## config.mk

```make
export PLATFORM = sky130hd
export DESIGN_NAME = picosoc_sd_spi_engine_flat
export DESIGN_NICKNAME = d
export VERILOG_FILES = /design/src/rtl/picosoc_sd_spi_engine_if.sv /design/src/rtl/picosoc_sd_spi_engine.sv /design/src/flat_wrapper.sv
export SDC_FILE = /design/constraint.sdc
export NUM_CORES = 1
export LEC_CHECK = 0
export BUFFER_PORTS_ARGS = -buffer_cell sky130_fd_sc_hd__clkbuf_2
export CAP_MARGIN = 20
export CORE_AREA = 2 2 84 86
export DETAILED_ROUTE_END_ITERATION = 10
export DIE_AREA = 0 0 86 88
export MAX_ROUTING_LAYER = met4
export PLACE_DENSITY = 0.82
export SETUP_SLACK_MARGIN = 0.4
export SYNTH_ARGS = -nofsm -noshare
export SYNTH_HDL_FRONTEND = slang
export SYNTH_SLANG_ARGS = --single-unit
```

## constraint.sdc

```tcl
create_clock -name clk -period 4 [get_ports clk]
set_clock_uncertainty 0.05 [all_clocks]
set_input_delay 0.6 -clock clk [delete_from_list [all_inputs] [get_ports clk]]
set_output_delay 0.6 -clock clk [all_outputs]
set_load 0.005 [all_outputs]
```

## src/rtl/picosoc_sd_spi_engine_if.sv

```systemverilog
// Register-bus and SPI pin bundle for the SD-card SPI engine.
//   ctrl_wr/ctrl_rd   level requests, held until ctrl_done
//   ctrl_addr         byte address (0x00 DATA, 0x04 CTRL, 0x08 STATUS)
//   ctrl_wdat         write data
//   ctrl_rdat         read data, valid while ctrl_done is high
//   ctrl_done         one-cycle completion pulse
//   mosi/miso/sclk    SPI mode 0 pins, cs_n active-low card select
// The slave modport is the engine side; master is the bus wrapper plus card.
interface picosoc_sd_spi_engine_if;
    logic        ctrl_wr;
    logic        ctrl_rd;
    logic [7:0]  ctrl_addr;
    logic [31:0] ctrl_wdat;
    logic [31:0] ctrl_rdat;
    logic        ctrl_done;
    logic        mosi;
    logic        miso;
    logic        sclk;
    logic        cs_n;

    modport slave (
        input  ctrl_wr, ctrl_rd, ctrl_addr, ctrl_wdat, miso,
        output ctrl_rdat, ctrl_done, mosi, sclk, cs_n
    );

    modport master (
        output ctrl_wr, ctrl_rd, ctrl_addr, ctrl_wdat, miso,
        input  ctrl_rdat, ctrl_done, mosi, sclk, cs_n
    );
endinterface

```

## src/rtl/picosoc_sd_spi_engine.sv

```systemverilog
// SD-card SPI byte engine with a small register bus.
//   clk    sole clock, rising edge
//   reset  asynchronous, active-high
//   bus    picosoc_sd_spi_engine_if.slave: register requests/response and
//          the SPI pins (mosi, miso, sclk, cs_n)
// A DATA write shifts one byte out on mosi while capturing one byte from
// miso (mode 0, MSB first); every other request completes without touching
// the SPI pins. Each sclk half-period lasts div+1 clk cycles.
module picosoc_sd_spi_engine #(
    parameter int CLOCK_FREQ_HZ = 27000000,
    parameter int INIT_SCK_HZ   = 400000
) (
    input  logic                        clk,
    input  logic                        reset,
    picosoc_sd_spi_engine_if.slave      bus
);
    // Identification-mode divider, clamped into the 8-bit field.
    localparam int         DIV_RAW = CLOCK_FREQ_HZ / (2 * INIT_SCK_HZ) - 1;
    localparam logic [7:0] DIV_RST = (DIV_RAW > 255) ? 8'd255 :
                                     (DIV_RAW < 0)   ? 8'd0   : 8'(DIV_RAW);

    localparam logic [7:0] ADDR_DATA = 8'h00;
    localparam logic [7:0] ADDR_CTRL = 8'h04;
    localparam logic [7:0] ADDR_STAT = 8'h08;

    typedef enum logic [1:0] {IDLE, SHIFT, DONE} state_t;

    state_t      state;
    logic [7:0]  div;
    logic        cs_en;
    logic [7:0]  rx_byte;
    logic        rx_valid;
    logic [7:0]  tx_sr;
    logic [7:0]  rx_sr;
    logic [7:0]  cnt;       // clk cycles within the current half-period
    logic [3:0]  hcnt;      // half-period index 0..15
    logic        sclk_q;
    logic        mosi_q;
    logic        done_q;
    logic [31:0] rdat_q;

    // Request captured at acceptance so DONE never looks at the live bus.
    logic        req_wr;
    logic [7:0]  req_addr;
    logic        req_cs;
    logic [7:0]  req_div;

    logic [31:0] rd_mux;
    logic [15:0] unused_wdat;

    assign unused_wdat   = bus.ctrl_wdat[31:16];

    assign bus.sclk      = sclk_q;
    assign bus.mosi      = mosi_q;
    assign bus.cs_n      = ~cs_en;
    assign bus.ctrl_done = done_q;
    assign bus.ctrl_rdat = rdat_q;

    always_comb begin
        rd_mux = '0;
        case (req_addr)
            ADDR_DATA: rd_mux = {24'h0, rx_byte};
            ADDR_CTRL: rd_mux = {16'h0, div, 7'h0, cs_en};
            ADDR_STAT: rd_mux = {30'h0, cs_en, rx_valid};
            default:   rd_mux = '0;
        endcase
    end

    always_ff @(posedge clk or posedge reset) begin
        if (reset) begin
            state    <= IDLE;
            div      <= DIV_RST;
            cs_en    <= 1'b0;
            rx_byte  <= 8'h00;
            rx_valid <= 1'b0;
            tx_sr    <= 8'h00;
            rx_sr    <= 8'h00;
            cnt      <= 8'h00;
            hcnt     <= 4'h0;
            sclk_q   <= 1'b0;
            mosi_q   <= 1'b1;
            done_q   <= 1'b0;
            rdat_q   <= '0;
            req_wr   <= 1'b0;
            req_addr <= 8'h00;
            req_cs   <= 1'b0;
            req_div  <= 8'h00;
        end else begin
            case (state)
                IDLE: begin
                    if (bus.ctrl_wr || bus.ctrl_rd) begin
                        // Write wins when both are raised together.
                        req_wr   <= bus.ctrl_wr;
                        req_addr <= bus.ctrl_addr;
                        req_cs   <= bus.ctrl_wdat[0];
                        req_div  <= bus.ctrl_wdat[15:8];
                        if (bus.ctrl_wr && bus.ctrl_addr == ADDR_DATA) begin
                            tx_sr  <= bus.ctrl_wdat[7:0];
                            mosi_q <= bus.ctrl_wdat[7];
                            cnt    <= 8'h00;
                            hcnt   <= 4'h0;
                            state  <= SHIFT;
                        end else begin
                            state  <= DONE;
                        end
                    end
                end
                SHIFT: begin
                    if (cnt == div) begin
                        cnt  <= 8'h00;
                        hcnt <= hcnt + 4'd1;
                        if (!sclk_q) begin
                            sclk_q <= 1'b1;
                            rx_sr  <= {rx_sr[6:0], bus.miso};
                        end else begin
                            sclk_q <= 1'b0;
                            if (hcnt == 4'd15) begin
                                mosi_q   <= 1'b1;
                                rx_byte  <= rx_sr;
                                rx_valid <= 1'b1;
                                state    <= DONE;
                            end else begin
                                mosi_q <= tx_sr[6];
                                tx_sr  <= {tx_sr[6:0], 1'b0};
                            end
                        end
                    end else begin
                        cnt <= cnt + 8'd1;
                    end
                end
                DONE: begin
                    // First DONE cycle raises done and applies side effects;
                    // the second drops done and returns to IDLE. A request
                    // still held here is never re-sampled.
                    if (!done_q) begin
                        done_q <= 1'b1;
                        rdat_q <= rd_mux;
                        if (req_wr && req_addr == ADDR_CTRL) begin
                            cs_en <= req_cs;
                            div   <= req_div;
                        end
                        if (!req_wr && req_addr == ADDR_DATA)
                            rx_valid <= 1'b0;
                    end else begin
                        done_q <= 1'b0;
                        rdat_q <= '0;
                        state  <= IDLE;
                    end
                end
                default: state <= IDLE;
            endcase
        end
    end
endmodule

```

## src/flat_wrapper.sv

```systemverilog
// flat-port wrapper written by rule: the top's interface ports become plain ports
module picosoc_sd_spi_engine_flat 
#(
    parameter int CLOCK_FREQ_HZ = 27000000,
    parameter int INIT_SCK_HZ   = 400000
)
  (clk, reset, bus_ctrl_wr, bus_ctrl_rd, bus_ctrl_addr, bus_ctrl_wdat, bus_miso, bus_ctrl_rdat, bus_ctrl_done, bus_mosi, bus_sclk, bus_cs_n);
  picosoc_sd_spi_engine_if bus_i ();
  input  logic clk;
  input  logic reset;
  input wire logic [$bits(bus_i.ctrl_wr)-1:0] bus_ctrl_wr;
  input wire logic [$bits(bus_i.ctrl_rd)-1:0] bus_ctrl_rd;
  input wire logic [$bits(bus_i.ctrl_addr)-1:0] bus_ctrl_addr;
  input wire logic [$bits(bus_i.ctrl_wdat)-1:0] bus_ctrl_wdat;
  input wire logic [$bits(bus_i.miso)-1:0] bus_miso;
  output wire logic [$bits(bus_i.ctrl_rdat)-1:0] bus_ctrl_rdat;
  output wire logic [$bits(bus_i.ctrl_done)-1:0] bus_ctrl_done;
  output wire logic [$bits(bus_i.mosi)-1:0] bus_mosi;
  output wire logic [$bits(bus_i.sclk)-1:0] bus_sclk;
  output wire logic [$bits(bus_i.cs_n)-1:0] bus_cs_n;
  assign bus_i.ctrl_wr = bus_ctrl_wr;
  assign bus_i.ctrl_rd = bus_ctrl_rd;
  assign bus_i.ctrl_addr = bus_ctrl_addr;
  assign bus_i.ctrl_wdat = bus_ctrl_wdat;
  assign bus_i.miso = bus_miso;
  assign bus_ctrl_rdat = bus_i.ctrl_rdat;
  assign bus_ctrl_done = bus_i.ctrl_done;
  assign bus_mosi = bus_i.mosi;
  assign bus_sclk = bus_i.sclk;
  assign bus_cs_n = bus_i.cs_n;
  picosoc_sd_spi_engine #(.CLOCK_FREQ_HZ(CLOCK_FREQ_HZ), .INIT_SCK_HZ(INIT_SCK_HZ)) u_core (.clk(clk), .reset(reset), .bus(bus_i));
endmodule
```

==> flow_summary_export.csv <==
group,metric,value,unit
outcome,outcome,"finished clean",
placement,pre_cts_ws,1.41,ns
layout,final_common_cell,"dfrtp_1",
global_route,grt_use_total,20.7,%
setup_path,critPathRequiredTime,4.19,ns
floorplan,ios,81,
setup_path,cp-start-kind,"register",
sta,rsz0062_at_grt,"no",
power_and_ir_drop,switching_share,30.7,%
power_and_ir_drop,leakagePower,2.05,nW
synthesis,synth_top_area_share,55.1,%
sta,fin_crit_sh,64.5,%
routing,final_antenna_net_count,0,
global_route,grt_max_degree,61,
synthesis,synth_cell_type_count,48,
synthesis,ys_seq_area_share,56.5,%
layout,layout_common_cells,"dfrtp_1 (82), clkbuf_2 (48), mux2_2 (41)",
sta,final_hold_viol_count,0,
power_and_ir_drop,peakVddDrop,345,uV
clocking,cts_root_buf,"clkbuf_8",
synthesis,syn_area,3730,um^2
clocking,cts_tree,"built",
setup_path,reg2reg_setup_slack,1.42,ns
setup_path,cp-startpoint,"u_core.state[0]$_DFFE_PP0P_",
sta,slew-limit-headroom,35.4,%
power_and_ir_drop,clkPwrFrac,27.0,%
setup_path,critPathKind,"reg -> reg",
placement,port_buffers,48,
setup_path,cp-endpoint,"u_core.div[1]$_DFFE_PP0P_",
sta,fin_tns_setup,0,ns
routing,wirelength,6820,um
synthesis,synth_ff_type,"dfrtp_1",
setup_path,r2r_cells,4,
sta,finalWorstSetupSlack,1.42,ns
layout,num_antenna_cells,0,
power_and_ir_drop,pwr-share-comb,18.8,%
sta,setup_viol,0,
clocking,htree_levels,3,
synthesis,syn_inst,301,
clocking,cts_setup_buffers,0,
min_path,hold_class,"in -> async",
global_route,grt_pass1_vias,2427,
floorplan,dieArea,7570,um^2
power_and_ir_drop,sequentialPowerShare,54.2,%
clocking,clock_tree.buffer_depth,2,
setup_path,arrival,2.78,ns
sta,max_freq,0.387,GHz
floorplan,dieHeight,88,um
synthesis,synth_edf_count,0,
routing,dr.pass1.iters,4,
floorplan,core_area,6640,um^2
clocking,cts_resized,0,
layout,fillers,531,
setup_path,crit_fanout,21,
clocking,numCtsBuffers,9,
clocking,clk_latency,0.35,ns
run,max_cap_violations,0,
global_route,grt_first_pass_wirelength,11600,um
power_and_ir_drop,pwr_density_cell,494,nW/um^2
placement,dp_hpwl,4690,um
placement,gp_congestion,0.852,
global_route,grt_overflow_total,0,
power_and_ir_drop,p_int,1.43,mW
floorplan,die_w,86,um
clocking,clock_sinks,84,
routing,drc,0,
sta,slew_violations,0,
synthesis,ys_ff_latch,84,
synthesis,ys_async_sr_fraction,100,%
routing,wl_per_cell,15.6,um
layout,fin_nets,400,
floorplan,core.rowCount,30,
routing,vias,2417,
synthesis,synth_top_cell_by_area,"dfrtp_1",
power_and_ir_drop,switchingPower,635,uW
global_route,antenna_found_initial,0,
clocking,holdBufCountCts,0,
synthesis,yosys_warnings,0,
layout,drive_gt1_share,33.6,%
setup_path,reg2reg_from,"u_core.state[0]$_DFFE_PP0P_",
synthesis,synthTopCellsByArea,"dfrtp_1 (55%), mux2_2 (12%), a22o_1 (3.5%)",
floorplan,initial_core_util,56.1,%
setup_path,cp-end-kind,"register",
clocking,path_clk_slew,0.09,ns
routing,drtIter0Drc,104,
synthesis,avgSynthCellArea,12.4,um^2
setup_path,r2r-end,"u_core.div[1]$_DFFE_PP0P_",
sta,worst_pin_slew,0.969,ns
routing,via_per_inst,5.53,
sta,period_needed,2.58,ns
layout,area_growth,12.2,%
## layer usage
layer	GRT usage, %	vias to the layer above	routed length (um)
li1	-	1146	-
met1	26.3	1209	3110
met2	31.7	56	3330
met3	7.45	6	328
met4	5.19	0	53
met5	-	-	0
## registers in the layout (all words and copies together) (netlist names)
| name | count |
|---|---|
| u_core.req_addr | 8 |
| u_core.bus.ctrl_rdat | 16 |
| u_core.req_wr | 1 |
| u_core.rx_byte | 8 |
| u_core.req_div | 8 |
| u_core.state | 2 |
| u_core.cnt | 8 |
| u_core.bus.ctrl_done | 1 |
| u_core.cs_en | 1 |
| u_core.rx_valid | 1 |
| u_core.tx_sr | 7 |
| u_core.req_cs | 1 |
| u_core.hcnt | 4 |
| u_core.bus.sclk | 1 |
| u_core.div | 8 |
| u_core.bus.mosi | 1 |
| u_core.rx_sr | 8 |
## cells in the mapped netlist, types with 6 or more instances
library cell and instances:
mux2_2 41, nand2_1 29, o21ai_0 7, inv_1 8, a22o_1 15, buf_4 17
o221a_1 6, dfrtp_1 82, xnor2_1 14, nor2_1 16
## power by group through the flow
stage | Combinational [mW] | Clock [mW] | Sequential (mW)
finish | 0.389 | 0.557 | 1.12
global route | 0.433 | 0.613 | 1.14
CTS | 0.392 | 0.576 | 1.12
detailed placement | 0.387 | 0 | 1.13
global placement | 0.369 | 0 | 1.13
floorplan | 0.336 | 0 | 1.09
## layout make-up
cell class | count | area [um^2] | share of cell area (%)
multi-input cells | 198 | 1480 | 35.3
repair buffers | 52 | 290 | 6.94
inverters | 8 | 31.3 | 0.748
clock buffers | 9 | 124 | 2.96
well taps | 80 | 100 | 2.39
flip-flops and latches | 84 | 2100 | 50.3
clock inverters | 6 | 55.1 | 1.32
## critical path, stage by stage (launching register included)
cell      delay (ns)
dfrtp_1         0.43
nand2b_1        0.61
nor4_4          0.73
nand2_2         0.31
mux2_2          0.34
## logic make-up (layout without fill, tap and decap cells)
logic type	Yosys count	count (layout)	share of synthesized area [%]
mux	45	45	13.5
other cells	1	16	0.101
xor+xnor	14	14	3.29
simple gates	76	76	10.6
buf+inv	34	75	5.47
flops	84	84	56.5
compound gates	45	45	9.90
fa+ha+maj	2	2	0.671
## through the flow
step	hold slack, ns	std cells	power, mW	utilization (%)	area, um^2
final	0.0299	437	2.07	62.9	4180
after global routing	0.00105	437	2.19	62.9	4180
after CTS	0.393	436	2.09	62.5	4150
after detailed placement	0.431	421	1.52	59.8	3970
after global placement	0.423	421	1.50	59.8	3970
after floorplan	0.410	316	1.43	-	3780
## worst min-delay path by stage
stage                                        from                                   to  slack, ns
floorplan             u_core.tx_sr[0]$_DFFE_PP0P_          u_core.tx_sr[0]$_DFFE_PP0P_       0.41
global placement      u_core.tx_sr[0]$_DFFE_PP0P_          u_core.tx_sr[0]$_DFFE_PP0P_       0.42
detailed placement  u_core.rx_byte[3]$_DFFE_PP0P_  u_core.bus.ctrl_rdat[3]$_DFFE_PP0N_       0.43
CTS                                         reset        u_core.req_div[2]$_DFFE_PP0P_       0.39
global route                                reset        u_core.req_div[2]$_DFFE_PP0P_      0.001
finish                                      reset        u_core.req_div[2]$_DFFE_PP0P_       0.03
No activity file was read; power rests on OpenSTA's default activity.
